<file path="config.mk">
export PLATFORM = sky130hd
export DESIGN_NAME = sprite_fetch_arbiter
export DESIGN_NICKNAME = d
export VERILOG_FILES = /design/src/rtl/sprite_arb_pkg.sv /design/src/rtl/rr_arbiter.sv /design/src/rtl/sprite_fetch_arbiter.sv
export SDC_FILE = /design/constraint.sdc
export NUM_CORES = 1
export LEC_CHECK = 0
export ABC_AREA = 0
export CAP_MARGIN = 20
export CORE_AREA = 4 4 65 67
export CTS_CLUSTER_SIZE = 16
export DETAILED_ROUTE_END_ITERATION = 8
export DIE_AREA = 0 0 69 71
export PLACE_DENSITY = 0.76
export SLEW_MARGIN = 20
export SYNTH_ARGS = -nofsm -noshare
export SYNTH_HDL_FRONTEND = slang
export SYNTH_SLANG_ARGS = --single-unit
</file>
<file path="constraint.sdc">
create_clock -name CLK -period 2.15 [get_ports CLK]
set_clock_uncertainty 0.15 [all_clocks]
set_input_delay 0.215 -clock CLK [delete_from_list [all_inputs] [get_ports CLK]]
set_output_delay 0.215 -clock CLK [all_outputs]
set_load 0.01 [all_outputs]
</file>
<file path="src/rtl/sprite_arb_pkg.sv">
// rtl/sprite_arb_pkg.sv - shared state, requester index and tag types for the sprite fetch arbiter
package sprite_arb_pkg;

  typedef enum logic [1:0] {
    RUN   = 2'd0,
    DRAIN = 2'd1,
    HALT  = 2'd2
  } arb_state_e;

  localparam int REQ_MAP  = 0;
  localparam int REQ_HERO = 1;
  localparam int REQ_OVL  = 2;

  // Owner field sized for the three standard render layers.
  localparam int TAG_OWNER_W = 3;

  typedef struct packed {
    logic                   valid;
    logic [TAG_OWNER_W-1:0] owner;
  } fetch_tag_t;

endpackage

</file>
<file path="src/rtl/rr_arbiter.sv">
// rtl/rr_arbiter.sv - round-robin one-hot grant with rotating priority pointer
module rr_arbiter #(
  parameter int N_REQ = 3
) (
  input  logic             clk,
  input  logic             reset,
  input  logic             en,
  input  logic [N_REQ-1:0] req,
  output logic [N_REQ-1:0] gnt
);

  localparam int PTR_W = (N_REQ > 1) ? $clog2(N_REQ) : 1;

  logic [PTR_W-1:0] ptr;
  logic [PTR_W-1:0] gnt_idx;
  logic             found;

  // Scan from the pointer, wrapping, and grant the first requester found.
  always_comb begin
    logic [PTR_W-1:0] idx;
    gnt     = '0;
    gnt_idx = '0;
    found   = 1'b0;
    idx     = '0;
    for (int k = 0; k < N_REQ; k++) begin
      idx = PTR_W'((32'(ptr) + 32'(k)) % 32'(N_REQ));
      if (en && !found && req[idx]) begin
        gnt[idx] = 1'b1;
        gnt_idx  = idx;
        found    = 1'b1;
      end
    end
  end

  // Move priority to the requester just after the winner; hold when idle.
  always_ff @(posedge clk) begin
    if (reset) begin
      ptr <= '0;
    end else if (found) begin
      ptr <= (gnt_idx == PTR_W'(N_REQ - 1)) ? '0 : gnt_idx + 1'b1;
    end
  end

endmodule

</file>
<file path="src/rtl/sprite_fetch_arbiter.sv">
// rtl/sprite_fetch_arbiter.sv - shares the sprite_table port between render layers; SPRITE_ARB_STATS_EN adds grant/conflict counters
module sprite_fetch_arbiter #(
  parameter int N_REQ   = 3,
  parameter int ADDR_W  = 13,
  parameter int DATA_W  = 4,
  parameter int ROM_LAT = 1
) (
  input  logic                    CLK,
  input  logic                    RESET,
  input  logic [N_REQ-1:0]        REQ,
  input  logic [N_REQ*ADDR_W-1:0] REQ_ADDR,
  output logic [N_REQ-1:0]        GNT,
  output logic [ADDR_W-1:0]       SPRITE_ADDR,
  input  logic [DATA_W-1:0]       SPRITE_DATA,
  output logic [N_REQ-1:0]        RVALID,
  output logic [DATA_W-1:0]       RDATA,
  input  logic                    FLUSH,
  output logic                    FLUSH_DONE,
  output logic                    BUSY
`ifdef SPRITE_ARB_STATS_EN
  ,
  output logic [N_REQ*16-1:0]     STAT_GNT_CNT,
  output logic [15:0]             STAT_CONFLICT_CNT
`endif
);

  import sprite_arb_pkg::*;

  arb_state_e       state;
  arb_state_e       state_next;
  logic             grant_en;
  logic [ROM_LAT-1:0] pipe_valid;
  logic [N_REQ-1:0] pipe_owner [ROM_LAT];

  // FLUSH and RESET both pre-empt arbitration in the same cycle they are seen.
  assign grant_en = (state == RUN) && !FLUSH && !RESET;

  rr_arbiter #(
    .N_REQ(N_REQ)
  ) u_rr (
    .clk  (CLK),
    .reset(RESET),
    .en   (grant_en),
    .req  (REQ),
    .gnt  (GNT)
  );

  // Route the winning layer's address to the ROM; zero when nobody wins.
  always_comb begin
    SPRITE_ADDR = '0;
    for (int i = 0; i < N_REQ; i++) begin
      if (GNT[i]) begin
        SPRITE_ADDR = SPRITE_ADDR | REQ_ADDR[i*ADDR_W +: ADDR_W];
      end
    end
  end

  // Carry the owner of each fetch alongside the ROM read latency.
  always_ff @(posedge CLK) begin
    if (RESET) begin
      pipe_valid <= '0;
      for (int s = 0; s < ROM_LAT; s++) begin
        pipe_owner[s] <= '0;
      end
    end else begin
      pipe_valid[0] <= |GNT;
      pipe_owner[0] <= GNT;
      for (int s = 1; s < ROM_LAT; s++) begin
        pipe_valid[s] <= pipe_valid[s-1];
        pipe_owner[s] <= pipe_owner[s-1];
      end
    end
  end

  // Register ROM data with its owner's strobe; data holds between returns.
  always_ff @(posedge CLK) begin
    if (RESET) begin
      RVALID <= '0;
      RDATA  <= '0;
    end else begin
      RVALID <= pipe_valid[ROM_LAT-1] ? pipe_owner[ROM_LAT-1] : '0;
      if (pipe_valid[ROM_LAT-1]) begin
        RDATA <= SPRITE_DATA;
      end
    end
  end

  assign BUSY       = (|pipe_valid) | (|RVALID);
  assign FLUSH_DONE = (state == HALT);

  // Quiesce sequence: stop issuing, let in-flight fetches return, then park.
  always_comb begin
    state_next = state;
    case (state)
      RUN:     if (FLUSH) state_next = DRAIN;
      DRAIN:   if (!BUSY) state_next = HALT;
      HALT:    if (!FLUSH) state_next = RUN;
      default: state_next = RUN;
    endcase
  end

  // State register.
  always_ff @(posedge CLK) begin
    if (RESET) begin
      state <= RUN;
    end else begin
      state <= state_next;
    end
  end

`ifdef SPRITE_ARB_STATS_EN
  logic stat_clear;

  assign stat_clear = RESET || ((state == HALT) && !FLUSH);

  // Saturating per-layer grant counters and multi-request conflict counter.
  always_ff @(posedge CLK) begin
    if (stat_clear) begin
      STAT_GNT_CNT      <= '0;
      STAT_CONFLICT_CNT <= '0;
    end else begin
      for (int i = 0; i < N_REQ; i++) begin
        if (GNT[i] && (STAT_GNT_CNT[i*16 +: 16] != 16'hFFFF)) begin
          STAT_GNT_CNT[i*16 +: 16] <= STAT_GNT_CNT[i*16 +: 16] + 16'd1;
        end
      end
      if ((state == RUN) && ($countones(REQ) >= 2) && (STAT_CONFLICT_CNT != 16'hFFFF)) begin
        STAT_CONFLICT_CNT <= STAT_CONFLICT_CNT + 16'd1;
      end
    end
  end
`endif

endmodule

</file>
# Word-level counts from Yosys, hierarchy flattened
# Memory sizes are Yosys's and may differ from the RTL's. A register that Yosys moved wholly into a read port is not among the register bits.
# Index checks and enable logic that the tools add are counted.
# classes
addsub	3
n_mul	0
div_mod_pow	3
order_cmp	6
n_eq_ne	6
shift	0
muxes	34
bitwise	6
reduce_logical	20
# op_table
operator	n
32-bit by 2-bit modulo with 32-bit output, second input constant	2
13-bit two-way mux	3
2-bit by 2-bit modulo with 32-bit output, second input constant	1
13-bit OR	2
2-bit two-way mux	7
1-bit two-way mux	13
3-bit two-way mux	4
1-bit logical AND	10
2-bit by 3-bit < comparator with 1-bit output, second input constant	3
3-bit OR reduction	3
1-bit binary-select mux with 2-bit select	3
1-bit demux with 2-bit select	3
2-bit by 1-bit greater-or-equal comparator with 1-bit output, second input constant	3
2-bit != test, second input constant	3
3-bit OR	2
2-bit case mux with 3 select lines	1
2-bit == test, second input constant	2
1-bit zero test	4
2-bit by 1-bit adder with 3-bit output, second input constant	1
2-bit by 2-bit adder with 3-bit output, second input constant	1
3-bit AND reduction	1
2-bit by 1-bit adder with 2-bit output, second input constant	1
2-bit by 1-bit == test with 1-bit output, second input constant	1
2-bit zero test	1
other kinds (3)	3
# totals
regBits	9
latch_bits	0
mem_bits_rw	3
romBits	0
inputBits	49
output_inout_bits	25
word_cells	83
memories	1
# mem_list
memory	words	word_bits	read_ports	rd_clocked_by_memory_dff	write_ports	line_no	source
pipe_owner	1	3	1	1	1	sprite_fetch_arbiter.sv:33	logic [N_REQ-1:0] pipe_owner [ROM_LAT];

# Logic depth before layout (Yosys ltp)
# logic_depth
word_depth	18
ltp_mapped	9
mapped_depth_nobuf	7

# By module
# Synthesis repeated with hierarchy kept, for this count alone.
# hier_totals
hier_cells	130
area_unflattened_um2	1146.1
# modules_own_cells
mod	instances	cells_each	area_each_um2	seq_area_each_um2
sprite_fetch_arbiter	1	69	656.9	260.2
rr_arbiter	1	61	489.2	40.0

# Worst setup path before layout
# Ideal clock, no wire load.
# synth_path
kind	register to output
from	reg u_rr.ptr[0]
to	out SPRITE_ADDR[10]
arrival_time_ns	1.966
required_time_ns	1.785
slack_ns	-0.181
stages_incl_launch_ff	9
n_path_buf	2
path_cell_list	dfxtp_1 > inv_1 > ha_1 > buf_2 > and4_1 > o21ai_1 > a31oi_4 > buf_6 > a221o_1
# synth_between
word_cells_on_any_way	45
cone_classes	2 x add/sub; 3 x div; 6 x order compare; 20 x mux; 4 x bitwise; 10 x reduce/logical
# synth_rtl
item	line_no	source
start, declared	rr_arbiter.sv:14	logic [PTR_W-1:0] ptr;
start signal, assigned	rr_arbiter.sv:40	ptr <= (gnt_idx == PTR_W'(N_REQ - 1)) ? '0 : gnt_idx + 1'b1;
parallel branches: the longest is 12 deep, another holds 32-bit by 2-bit modulo with 32-bit output	n/a	
3-bit two-way mux (*)	rr_arbiter.sv:27	if (en && !found && req[idx]) begin
via GNT[1]	sprite_fetch_arbiter.sv:12	output logic [N_REQ-1:0] GNT,
13-bit two-way mux (*)	sprite_fetch_arbiter.sv:52	if (GNT[i]) begin
13-bit OR	sprite_fetch_arbiter.sv:53	SPRITE_ADDR = SPRITE_ADDR | REQ_ADDR[i*ADDR_W +: ADDR_W];
13-bit two-way mux (*)	sprite_fetch_arbiter.sv:52	
end, declared	sprite_fetch_arbiter.sv:13	output logic [ADDR_W-1:0] SPRITE_ADDR,
# Mark *: on every way through the listed nets, which the timed path passes. The select of a mux whose other input is x is not followed.

# Final worst setup path
# layout_path
from	reg u_rr.ptr[1]
to	out SPRITE_ADDR[9]
# layout_between
elab_chain_cells	18
word_cells_on_any_way	45
cone_classes	2 x add/sub; 3 x div; 6 x order compare; 20 x mux; 4 x bitwise; 10 x reduce/logical
# layout_rtl
item	line_no
parallel branches: the longest is 12 deep, another holds 32-bit by 2-bit modulo with 32-bit output	n/a
3-bit two-way mux (*)	rr_arbiter.sv:27
13-bit two-way mux	sprite_fetch_arbiter.sv:52
13-bit OR	sprite_fetch_arbiter.sv:53
13-bit two-way mux	sprite_fetch_arbiter.sv:52
13-bit OR	sprite_fetch_arbiter.sv:53
13-bit two-way mux (*)	sprite_fetch_arbiter.sv:52
# Mark *: on every way between the ends. The select of a mux whose other input is x is not followed.

==> reports/qor.yml <==
status: "complete, but fails checks"
violations: "negative setup slack"
r2r-end: "pipe_valid"
fin_cells: 315
synth_top_family_by_area: "compound AO/OA/AOI/OAI gates"
grt_pass1_vias: 1653
powerDensity_mw_per_mm2: 426
hold_depth: 1
netlist_instances: 145
ctsHoldBuffers: 0
ff2ff_path_depth: 10
power_uw: 1120
async_flop_share: 0
worstPathArrival_ps: 2370
synth_edf_count: 0
slew_headroom: 0.746
setup_viol: 17
diodes: 0
drtIter0Drc: 177
drc: 0
htree_levels: 1
synth_simple_gate_area_frac: 0.191
cp-end-kind: "output port"
muxShareOfSynthArea: 0.0786
drive_gt1_frac: 0.382
start_util: 0.333
fp.dieW_um: 69
fin_ws_ps: -584
cap_violations: 0
clk_pin_slew_ps: 60
multi_input_area_um2: 957
holdWs_ps: 274
area_delta_synth_final_pct: 118
via_per_inst: 5.27
seq_area_um2: 308
synth-compound-area-share: 0.336
port_buffers: 73
reg2reg_slack_ps: -160
grtUsageMet1: 0.229
synth_area_mm2: 0.00121
rows: 22
numCtsBuffers: 3
final_util: 0.725
ys.flop_type: "dfxtp_1"
hp-start: "pipe_owner[0][2]"
min_to: "RVALID[2]"
gp_congestion: 0.846
post-route-min-period_ps: 2730
cts.sinks: 15
ir_worst_vdd_mv: 0.209
power.leakage_uw: 0.00115
synth-seq-cells: 15
grt_max_degree: 16
crit_required_ps: 1780
clkLatencyLatePin_ps: 250
antenna_found_initial: 0
dpl.cell_count: 292
cp-start-kind: "register"
place_hpwl_um: 3520
globalRouteOverflowTotal: 0
r2r-start: "u_rr.ptr[1]"
dr.pass1.iters: 4
synth-xor-area-share: 0
use_met2: 0.374
grt_use_met3: 0.0213
fin_crit_sh: 1.27
top_usage_layer: "met2"
grt_pass1_wl_um: 8160
mostFrequentLayoutCells: "56 x clkdlybuf4s50_1, 39 x buf_4, 15 x inv_1"
hold_viol_final: 0
wirelength_um: 5380
routedWlPerCell_um: 17.1
yosysWarnings: 0
die_area_mm2: 0.00490
fin_nets: 321
vias: 1659
crit_type: "register to output port"
synthAdderAreaFrac: 0.0414
rsz0062_at_grt: "yes"
slew_viol_final: 0
final_common_cell: "clkdlybuf4s50_1"
ys_types: 43
max_freq_mhz: 366
yosysSeqAreaShare: 0.248
hold_path_class: "register to register"
core_area_mm2: 0.00363
crit_fanout: 6
cts_tree: "built"
ant_nets: 0
num-fill-cells: 263
syn_area_per_cell_um2: 8.34
worstMarginPinSlew_ps: 372
cts_max_path_buffers: 2
cts_root_buffer: "clkbuf_8"
die_h_um: 71
gr-usage-all-layers: 0.203
synth_nets: 198
io_pins: 74
## sequential cells by signal (all words and copies together), names as in the netlist
signal and count:
u_rr.ptr 2, RVALID 3, state 2, RDATA 4, pipe_valid 1, pipe_owner 3
## cell usage after synthesis (2+ instances only)
cell type / count / area [um2]
a21oi_1: 5 / 25.0
a221o_1: 13 / 130
a31oi_1: 14 / 87.6
and2_1: 3 / 18.8
buf_2: 5 / 25.0
buf_6: 2 / 22.5
clkbuf_1: 2 / 7.51
dfxtp_1: 15 / 300
ha_1: 4 / 50.1
inv_1: 17 / 63.8
mux2i_1: 8 / 80.1
nand2_1: 4 / 15.0
nand2b_1: 5 / 31.3
nand3_1: 5 / 25.0
nor2_1: 8 / 30.0
nor2b_1: 2 / 12.5
o211ai_1: 2 / 15.0
o21ai_0: 5 / 25.0
or3_1: 2 / 12.5
## area by class of cell
cell class,count,area share
clock buffer,4,0.0171
inverter,17,0.0261
multi-input combinational,104,0.364
sequential,15,0.117
tap,48,0.0228
timing repair buffer,127,0.453
## metal layers
layer  routed length, um  vias to the layer above
met5                   0                        -
met4                 168                        0
met3                 230                       17
met2                2890                       67
met1                2090                      775
li1                    -                      800
## critical path: stages (launching register included)
cell,delay (ps)
dfxtp_4,380
inv_4,40
ha_4,180
nand2b_4,150
and4b_2,270
o211ai_4,280
a31oi_4,190
buf_6,170
a221o_1,320
buf_2,150
## report_power, final
part,internal (uW),total (uW),switching [uW],leakage (uW)
logic,330,573,243,0.00100
clock network,131,232,100,0.0000228
registers,298,316,18.3,0.000124
## repair_timing
| item | in CTS | in global routing |
|---|---|---|
| cloned | 4 | 0 |
| resized for setup | 98 | 6 |
| endpoints found under the setup margin | 17 | 17 |
| buffers inserted | 10 | 5 |
| endpoints found under the hold margin | 0 | 0 |
| pin swaps | 18 | 6 |
## worst max-delay path by stage
stage / cells after the start / to / start
after floorplan: 8 / SPRITE_ADDR[10] / u_rr.ptr[0]
after global placement: 9 / SPRITE_ADDR[2] / REQ[2]
after detailed placement: 7 / SPRITE_ADDR[11] / REQ[1]
after CTS: 9 / SPRITE_ADDR[11] / u_rr.ptr[1]
after global routing: 9 / SPRITE_ADDR[7] / u_rr.ptr[1]
final: 9 / SPRITE_ADDR[9] / u_rr.ptr[1]
## per-stage QoR
stage	setup slack (ps)	cell area (um2)	TNS (ps)
floorplan	-127	1240	-1240
global placement	-753	2270	-11330
detailed placement	-780	2270	-11780
CTS	-518	2570	-6990
global route	-640	2630	-9160
finish	-584	2630	-8070
## logic make-up (layout without fill, tap and decap cells)
group	Yosys count	after routing
DFF	15	15
muxes	9	9
buffers and inverters	27	148
adders and majority gates	4	4
AOI/OAI and AO/OA	52	53
and+or+nand+nor	38	38
(Power assumes the default switching activity.)
